[src/rtl/rh_gpv_drive_sched_if.sv]
// Request/response bundle between the drive sequencers and the GPV scheduler.
// Requester i occupies slice i of every packed req_* field.
interface rh_gpv_drive_sched_if #(
    parameter int NUM_REQ = 4,
    parameter int VEC_W   = 64,
    parameter int DATA_W  = 32,
    parameter int POS_W   = 6,
    parameter int LEN_W   = 6,
    parameter int DLY_W   = 8,
    parameter int ID_W    = (NUM_REQ > 1) ? $clog2(NUM_REQ) : 1
);
    logic [NUM_REQ-1:0]        req_valid;
    logic [NUM_REQ*POS_W-1:0]  req_pos;
    logic [NUM_REQ*LEN_W-1:0]  req_len;
    logic [NUM_REQ*DATA_W-1:0] req_data;
    logic [NUM_REQ*DLY_W-1:0]  req_delay;
    logic [NUM_REQ-1:0]        req_ready;
    logic                      busy;
    logic                      done;
    logic [ID_W-1:0]           done_id;
    logic [VEC_W-1:0]          vector_out;

    modport master (
        output req_valid, req_pos, req_len, req_data, req_delay,
        input  req_ready, busy, done, done_id, vector_out
    );

    modport slave (
        input  req_valid, req_pos, req_len, req_data, req_delay,
        output req_ready, busy, done, done_id, vector_out
    );
endinterface

[src/rtl/rh_gpv_drive_sched.sv]
// Round-robin scheduler that applies one delayed bit-field write at a time
// onto a registered general-purpose output vector.
module rh_gpv_drive_sched #(
    parameter int               NUM_REQ   = 4,
    parameter int               VEC_W     = 64,
    parameter int               DATA_W    = 32,
    parameter int               POS_W     = 6,
    parameter int               LEN_W     = 6,
    parameter int               DLY_W     = 8,
    parameter logic [VEC_W-1:0] RESET_VAL = '0
) (
    input  logic                 clock,
    input  logic                 reset,
    rh_gpv_drive_sched_if.slave  bus
);
    localparam int ID_W = (NUM_REQ > 1) ? $clog2(NUM_REQ) : 1;

    typedef enum logic [1:0] {IDLE, WAIT, APPLY} state_t;

    state_t             state_q, state_d;
    logic [ID_W-1:0]    ptr_q;
    logic [ID_W-1:0]    cand;
    logic [ID_W-1:0]    win_id;
    logic               win_found;
    logic               hs;
    logic [POS_W-1:0]   pos_q;
    logic [LEN_W-1:0]   len_q;
    logic [DATA_W-1:0]  data_q;
    logic [DLY_W-1:0]   cnt_q;
    logic [ID_W-1:0]    id_q;
    logic [DLY_W-1:0]   win_delay;
    logic [VEC_W-1:0]   vec_q;
    logic               done_q;
    logic [ID_W-1:0]    done_id_q;

    // Lengths above the field width behave as a full-width write.
    function automatic logic [LEN_W-1:0] clamp_len(input logic [LEN_W-1:0] len);
        return (len > LEN_W'(DATA_W)) ? LEN_W'(DATA_W) : len;
    endfunction

    // Overlay data[len-1:0] at bit pos; the shift happens in VEC_W bits so
    // anything past the top of the vector falls off instead of wrapping.
    function automatic logic [VEC_W-1:0] merge_field(
        input logic [VEC_W-1:0]  vec,
        input logic [POS_W-1:0]  pos,
        input logic [LEN_W-1:0]  len,
        input logic [DATA_W-1:0] data
    );
        logic [DATA_W-1:0] fmask;
        logic [VEC_W-1:0]  wmask;
        logic [VEC_W-1:0]  wdata;
        fmask = ~({DATA_W{1'b1}} << len);
        wmask = VEC_W'(fmask) << pos;
        wdata = VEC_W'(data & fmask) << pos;
        return (vec & ~wmask) | wdata;
    endfunction

    // Round-robin pick: first valid requester scanning upward from ptr.
    always_comb begin
        win_found = 1'b0;
        win_id    = '0;
        cand      = '0;
        for (int k = 0; k < NUM_REQ; k++) begin
            cand = ID_W'((int'(ptr_q) + k) % NUM_REQ);
            if (!win_found && bus.req_valid[cand]) begin
                win_found = 1'b1;
                win_id    = cand;
            end
        end
    end

    assign hs        = (state_q == IDLE) && win_found && !reset;
    assign win_delay = bus.req_delay[win_id*DLY_W +: DLY_W];

    // Grant is only offered while idle and never while reset is held.
    always_comb begin
        bus.req_ready = '0;
        if (hs) begin
            bus.req_ready = {{(NUM_REQ-1){1'b0}}, 1'b1} << win_id;
        end
    end

    // Next-state logic for the IDLE -> WAIT -> APPLY sequence.
    always_comb begin
        state_d = state_q;
        case (state_q)
            IDLE:    if (hs) state_d = (win_delay != '0) ? WAIT : APPLY;
            WAIT:    if (cnt_q == DLY_W'(1)) state_d = APPLY;
            APPLY:   state_d = IDLE;
            default: state_d = IDLE;
        endcase
    end

    // Control state, round-robin pointer and the driven vector.
    always_ff @(posedge clock or posedge reset) begin
        if (reset) begin
            state_q   <= IDLE;
            ptr_q     <= '0;
            vec_q     <= RESET_VAL;
            done_q    <= 1'b0;
            done_id_q <= '0;
        end else begin
            state_q <= state_d;
            done_q  <= (state_q == APPLY);
            if (hs) begin
                ptr_q <= (win_id == ID_W'(NUM_REQ-1)) ? '0 : win_id + ID_W'(1);
            end
            if (state_q == APPLY) begin
                vec_q     <= merge_field(vec_q, pos_q, len_q, data_q);
                done_id_q <= id_q;
            end
        end
    end

    // Request fields captured at the handshake and the wait countdown.
    always_ff @(posedge clock) begin
        if (hs) begin
            pos_q  <= bus.req_pos[win_id*POS_W +: POS_W];
            len_q  <= clamp_len(bus.req_len[win_id*LEN_W +: LEN_W]);
            data_q <= bus.req_data[win_id*DATA_W +: DATA_W];
            cnt_q  <= win_delay;
            id_q   <= win_id;
        end else if (state_q == WAIT) begin
            cnt_q <= cnt_q - DLY_W'(1);
        end
    end

    assign bus.busy       = (state_q != IDLE);
    assign bus.done       = done_q;
    assign bus.done_id    = done_id_q;
    assign bus.vector_out = vec_q;
endmodule

[src/flat_wrapper.sv]
// flat-port wrapper written by rule: the top's interface ports become plain ports
module rh_gpv_drive_sched_flat 
#(
    parameter int               NUM_REQ   = 4,
    parameter int               VEC_W     = 64,
    parameter int               DATA_W    = 32,
    parameter int               POS_W     = 6,
    parameter int               LEN_W     = 6,
    parameter int               DLY_W     = 8,
    parameter logic [VEC_W-1:0] RESET_VAL = '0
)
  (clock, reset, bus_req_valid, bus_req_pos, bus_req_len, bus_req_data, bus_req_delay, bus_req_ready, bus_busy, bus_done, bus_done_id, bus_vector_out);
  rh_gpv_drive_sched_if #(.NUM_REQ(NUM_REQ), .VEC_W(VEC_W), .DATA_W(DATA_W), .POS_W(POS_W), .LEN_W(LEN_W), .DLY_W(DLY_W)) bus_i ();
  input  logic clock;
  input  logic reset;
  input wire logic [$bits(bus_i.req_valid)-1:0] bus_req_valid;
  input wire logic [$bits(bus_i.req_pos)-1:0] bus_req_pos;
  input wire logic [$bits(bus_i.req_len)-1:0] bus_req_len;
  input wire logic [$bits(bus_i.req_data)-1:0] bus_req_data;
  input wire logic [$bits(bus_i.req_delay)-1:0] bus_req_delay;
  output wire logic [$bits(bus_i.req_ready)-1:0] bus_req_ready;
  output wire logic [$bits(bus_i.busy)-1:0] bus_busy;
  output wire logic [$bits(bus_i.done)-1:0] bus_done;
  output wire logic [$bits(bus_i.done_id)-1:0] bus_done_id;
  output wire logic [$bits(bus_i.vector_out)-1:0] bus_vector_out;
  assign bus_i.req_valid = bus_req_valid;
  assign bus_i.req_pos = bus_req_pos;
  assign bus_i.req_len = bus_req_len;
  assign bus_i.req_data = bus_req_data;
  assign bus_i.req_delay = bus_req_delay;
  assign bus_req_ready = bus_i.req_ready;
  assign bus_busy = bus_i.busy;
  assign bus_done = bus_i.done;
  assign bus_done_id = bus_i.done_id;
  assign bus_vector_out = bus_i.vector_out;
  rh_gpv_drive_sched #(.NUM_REQ(NUM_REQ), .VEC_W(VEC_W), .DATA_W(DATA_W), .POS_W(POS_W), .LEN_W(LEN_W), .DLY_W(DLY_W), .RESET_VAL(RESET_VAL)) u_core (.clock(clock), .reset(reset), .bus(bus_i));
endmodule
[config.mk]
export PLATFORM = sky130hd
export DESIGN_NAME = rh_gpv_drive_sched_flat
export DESIGN_NICKNAME = d
export VERILOG_FILES = /design/src/rtl/rh_gpv_drive_sched_if.sv /design/src/rtl/rh_gpv_drive_sched.sv /design/src/flat_wrapper.sv
export SDC_FILE = /design/constraint.sdc
export NUM_CORES = 1
export LEC_CHECK = 0
export ABC_AREA = 1
export CORE_UTILIZATION = 40
export DETAILED_ROUTE_END_ITERATION = 16
export PLACE_DENSITY = 0.79
export SLEW_MARGIN = 20
export SYNTH_ARGS = -nofsm -noshare
export SYNTH_HDL_FRONTEND = slang
export SYNTH_SLANG_ARGS = --single-unit
[constraint.sdc]
create_clock -name clock -period 3.65 [get_ports clock]
set_input_delay 0.5475 -clock clock [delete_from_list [all_inputs] [get_ports clock]]
set_output_delay 0.5475 -clock clock [all_outputs]
set_load 0.05 [all_outputs]
## After elaboration in Yosys (flattened, before gate mapping)

Index checks and enable logic that the tools add are counted.
W data, S select, Z words.

- Add/sub/neg operators: 5
- Multiply operators: 1
- Div/mod/pow operators: 0
- Magnitude comparators: 5
- Equality and inequality tests: 6
- Shifts and indexed selects: 8
- Muxes and demuxes: 24
- Bitwise gates (word level): 5
- Reduce and logical (&&, ||, !) cells: 14

Operators with widths:

| operator | number |
|---|---|
| $shiftx A128 B8 Y32 | 1 |
| $and A64 B64 Y64 | 1 |
| $not A64 Y64 | 1 |
| $or A64 B64 Y64 | 1 |
| $shl A32 B6 Y64 | 1 |
| $shl A64 B6 Y64 | 1 |
| $shiftx A24 B6 Y6 | 2 |
| $and A32 B32 Y32 | 1 |
| $not A32 Y32 | 1 |
| $shiftx A32 B6 Y8 | 1 |
| $shl A32 B6 Y32 const A | 1 |
| $mux W2 | 8 |
| $mux W8 | 2 |
| $lt A2 B3 Y1 const B | 4 |
| $bmux W1 S2 | 4 |
| $eq A8 B1 Y1 const B | 1 |
| $mux W1 | 8 |
| $reduce_bool A8 Y1 | 1 |
| $sub A8 B1 Y8 const B | 1 |
| $gt A6 B6 Y1 const B | 1 |
| $logic_and A1 B1 Y1 | 5 |
| $add A2 B1 Y2 const B | 2 |
| $add A2 B2 Y2 const B | 2 |
| $eq A2 B2 Y1 const B | 2 |
| 10 further kinds | 15 |

- Bits in registers: 125
- Bits in latches: 0
- Memory bits (writable): 0
- Memory bits (read-only): 0
- Output and inout port bits: 72
- Word-level logic and storage cells: 78
- Memories: 0

## Depth between registers and ports, before layout

- Word-level depth: 17
- Gate-level depth with buffers: 19
- Mapped depth without buffers: 17

## Least setup slack after synthesis

OpenSTA, ideal clock, no wires.

- Kind: input -> register
- Start point: input bus_req_valid[3]
- End point: register u_core.cnt_q[1] (data pin)
- Arrival time: 2.817 ns
- Required time: 3.355 ns
- Path slack: 0.538 ns
- Stages: 11
- Cell sequence: inv_1 nand2_1 nand3_1 nand2_2 nor2_4 nand3_2 buf_2 nand2_1 clkinv_1 nand3_1 o21ai_0

- Longest elaborated chain between the ends: 15
- Elaborated cells on any way between the ends: 26
- Those cells by class: shift: 1; mux: 17; reduce/logical: 8

RTL lines:

| item | line | RTL |
|---|---|---|
| start: declaration | flat_wrapper.sv:16 | `input wire logic [$bits(bus_i.req_valid)-1:0] bus_req_valid;` |
| $bmux W1 S2 | rh_gpv_drive_sched.sv:65 | `if (!win_found && bus.req_valid[cand]) begin` |
| $mux W1 (not written as such) | rh_gpv_drive_sched.sv:65 |  |
| $mux W1 | rh_gpv_drive_sched.sv:65 |  |
| $logic_not A1 Y1 | rh_gpv_drive_sched.sv:65 |  |
| $logic_and A1 B1 Y1 | rh_gpv_drive_sched.sv:65 |  |
| $mux W1 | rh_gpv_drive_sched.sv:65 |  |
| $logic_not A1 Y1 | rh_gpv_drive_sched.sv:65 |  |
| $logic_and A1 B1 Y1 | rh_gpv_drive_sched.sv:65 |  |
| $mux W1 | rh_gpv_drive_sched.sv:65 |  |
| $logic_not A1 Y1 | rh_gpv_drive_sched.sv:65 |  |
| $logic_and A1 B1 Y1 | rh_gpv_drive_sched.sv:65 |  |
| $mux W1 (*) | rh_gpv_drive_sched.sv:65 |  |
| $logic_and A1 B1 Y1 (*) (2 in a row) | rh_gpv_drive_sched.sv:72 | `assign hs = (state_q == IDLE) && win_found && !reset;` |
| net u_core.hs | rh_gpv_drive_sched.sv:25 | `logic hs;` |
| $mux W8 (*) | rh_gpv_drive_sched.sv:117 | `if (hs) begin` |
| end signal: assignment | rh_gpv_drive_sched.sv:121 | `cnt_q <= win_delay;` |
| end signal: assignment | rh_gpv_drive_sched.sv:124 | `cnt_q <= cnt_q - DLY_W'(1);` |
| end: declaration | rh_gpv_drive_sched.sv:29 | `logic [DLY_W-1:0] cnt_q;` |

Mark *: on every way through the listed nets, which the timed path passes. The rest lies on a longest branch. The select of a mux whose other input is x is not followed.
A chain may end at the register's enable or synchronous reset.

## Final worst setup path

- Start point: register u_core.ptr_q[0]
- End point: output bus_req_ready[2]

- Longest elaborated chain between the ends: 15
- Elaborated cells on any way between the ends: 29
- Those cells by class: add/sub: 3; shift: 1; mux: 17; reduce/logical: 8

RTL lines:

| item | line | RTL |
|---|---|---|
| start: declaration | rh_gpv_drive_sched.sv:21 | `logic [ID_W-1:0] ptr_q;` |
| start signal: assignment | rh_gpv_drive_sched.sv:106 | `ptr_q <= (win_id == ID_W'(NUM_REQ-1)) ? '0 : win_id + ID_W'(1);` |
| parallel branches: the longest is 14 deep, another holds $add A2 B1 Y2 | -- |  |
| $mux W4 (*) | rh_gpv_drive_sched.sv:78 | `if (hs) begin` |
| end: declaration | flat_wrapper.sv:21 | `output wire logic [$bits(bus_i.req_ready)-1:0] bus_req_ready;` |

Every way passes the cells marked *. The select of a mux whose other input is x is not followed.

==> metrics.cfg <==
[cts]
worstSkewPairLatency_ps=440
cts.htree.levels=4
path_clk_slew_ps=60
cts_buffer_depth=2
cts_tree=done
postCtsHoldBufs=0
cts_root_buffer=clkbuf_16
cts_buffers=17
post_cts_buffers=0
clock-sinks=125

[setup_path]
max_stage_delay_ps=540
crit_fanout=11
critPathLaunchType=register
critical_path_arrival_ps=2790
cp_top_family=simple AND/OR/NAND/NOR gates
cp_slowest_cell=dfrtp_1
cp_cell_sequence=inv_2, nand2_1, nand2_2, nand2_1, nand2_2, nor2_4, nand3_1, nand3_1, nand2_2, inv_2, ha_1, inv_1, nor2_1, buf_12
rr_startpoint=u_core.len_q[5]
critPathBufInv=4
crit_path_frequent_cell=nand2_2
cp.required_ps=3100
crit_start=u_core.ptr_q[0]
critPathKind=register to output pin
cp-end-kind=output pin

[cells_and_area]
final_core_util_pct=54.09
syn2layout_area_growth_pct=31.38
layout_commonest_cell=nand2_1
layout-drive-gt1-share_pct=4.995
nFillCells=2742
final_cell_mix=726 x nand2_1, 474 x nand3_1, 281 x clkdlybuf4s50_1
stdcell_count=2521
nNetsFinal=2349

[synth]
yosysUniqueCellTypes=40
ys.flop_type=dfrtp_1
yosys_register_bits=125
synthTopCellsByArea=nand2_1 24%, nand3_1 20%, dfrtp_1 15%
yosys.area.top_type=nand2_1
seq_area_frac_synth_pct=29.31
yosys.area.top_type_share_pct=23.53
yosysWarningCount=0
synth_edf_count=54
syn_area_per_cell_um2=6.027
ys_async_sr_fraction_pct=56.80
synthesis.nets=2144
syn_area_um2=11600
syn_inst=1924

[pwr]
pwr-share-seq_pct=19.1
p_sw_uw=6357
internal_power_uw=5459
power_density_nw_per_um2=775.6
ir_drop_mv=0.6912
power.total_uw=11820
leakage_uw=0.006828
p_comb_share_pct=66.1
clkPwrFrac_pct=14.8
p_sw_share_pct=53.80

[route]
drcViolationCount=0
wl_um=48700
vias=14510
antenna_left=0
avgViaCountPerCell=5.755
wl_per_cell_um=19.32
drtIter0Drc=1727
drt_pass1_iterations=6

[floorplan]
coreArea_um2=28160
start_util_pct=41.17
ios=286
dieHeight_um=172.3
rows=61
dieArea_um2=29680
die-width_um=172.3

[global_route]
gr-total-overflow=0
grt_use_total_pct=33.64
grt_pass1_wl_um=75760
grt_pass1_vias=13780
grt_max_degree=92
antenna_found_initial=2

[timing]
tns_ps=0
fmax_ghz=0.2998
rsz0062_at_grt=no
slew_viol_final=0
skew_ps=15.03
tightest_slew_ps=948.5
setup_viol=0
fin_crit_sh_pct=91.40
hold_viol=0
slew-limit-headroom_pct=36.77
post-route-min-period_ps=3336

[run]
drv_cap=0

[placed_design]
finalWeightedCongestion=1.065
dpl.cell_count=2488
post-dp-hpwl_um=37810
portBuffers=285

[hold_path]
hold_path_class=register to register
min_from=u_core.id_q[0]

[run_status]
outcome=complete, no violations

## kinds of logic (layout without fill, tap and decap cells)
logic type / Yosys count / in the layout / share of synthesized area, %
buffers and inverters: 224 / 442 / 8.297
flip-flops: 125 / 125 / 29.31
adder cells (fa/ha/maj): 6 / 6 / 0.6474
AO/OA/AOI/OAI: 249 / 249 / 12.67
XOR/XNOR: 5 / 5 / 0.3777
AND/OR/NAND/NOR: 1315 / 1315 / 48.71
other: 0 / 1 / 0
## synth_stat cells (2+ instances only)
cell type  number
nor2_4          2
nor2_1         76
o211ai_1       20
inv_2           9
a32oi_1        38
clkbuf_1       57
dfrtp_1        71
buf_6           6
nand3_1       474
a21oi_1        67
o21ai_1        10
buf_2          28
o21ai_0       102
nor2_2          4
nand2_1       727
xor2_1          2
nand2_2         3
inv_1          77
nand4_1        11
xnor2_1         3
o21ai_2         2
o31ai_1         3
buf_4          11
and3_1          2
clkinv_1        2
or2_2          10
ha_1            6
edfxtp_1       54
buf_1          34
a31oi_1         3
## path summary, 6_finish.rpt
kind | to | slack [ps] | cells after the start
worst max-delay path | bus_req_ready[2] | 310 | 14
worst min-delay path | u_core.bus.done_id[0] | 450 | 2
worst max register to register | u_core.bus.vector_out[30] | 590 | 11
worst min register to register | u_core.bus.done_id[0] | 450 | 2
max in group asynchronous | u_core.bus.vector_out[51] | 2280 | 3
min in group asynchronous | u_core.ptr_q[0] | 690 | 3
## per-layer routing
metal	share of wire, %	global-route usage [%]	up-vias	wire (µm)
li1	-	-	6927	-
met1	38	39.91	6622	18740
met2	47	57.28	809	22950
met3	9.0	6.592	150	4404
met4	5.3	17.78	0	2599
met5	0	0	-	0
## power groups by stage
stage | sequential (µW) | combinational, µW | clock [µW]
2_1_floorplan | 2490 | 5480 | 0
3_3_place_gp | 2270 | 7590 | 0
3_5_place_dp | 2280 | 7690 | 0
4_1_cts | 2260 | 7720 | 1760
5_1_grt | 2290 | 8650 | 1810
6_report | 2260 | 7810 | 1740
## layout make-up
| class | instances | area [µm²] | share of cell area [%] |
|---|---|---|---|
| clock inverters | 14 | 155.1 | 1.018 |
| multi-input cells | 1575 | 7238 | 47.51 |
| inverters | 88 | 330.3 | 2.168 |
| diodes | 1 | 2.502 | 0.01643 |
| repair buffers | 322 | 3208 | 21.06 |
| well taps | 378 | 473.0 | 3.104 |
| clock buffers | 18 | 429.2 | 2.817 |
| flip-flops and latches | 125 | 3398 | 22.31 |
## through the flow
stage / setup WS [ps] / hold WS (ps) / area, µm²
after floorplan: 538.3 / 426.4 / 11600
after global placement: 440.2 / 432.6 / 14650
after detailed placement: 414.1 / 438.4 / 14650
after CTS: 150.8 / 459.1 / 15230
after global routing: 75.62 / 494.2 / 15230
final: 314.0 / 453.5 / 15230
## state kept, by name, indices dropped and copies added (netlist names)
signal and count:
u_core.cnt_q 8, u_core.bus.done_id 2, u_core.len_q 6, u_core.pos_q 6
u_core.bus.done 1, u_core.id_q 2, u_core.ptr_q 2, u_core.bus.vector_out 64
u_core.state_q 2, u_core.data_q 32
## repair_timing
action,in CTS,in global routing
hold endpoints to repair,0,0
gates resized for setup,0,1
setup endpoints to repair,0,1
## worst reg2reg max path, delay by kind of cell (launching register included)
family	cells	cell delay, ps
AND/OR/NAND/NOR	5	1120
flip-flops	1	510
AO/OA/AOI/OAI	5	1200
buffers and inverters	1	160
Note: power is estimated with default switching activity, not from simulation.
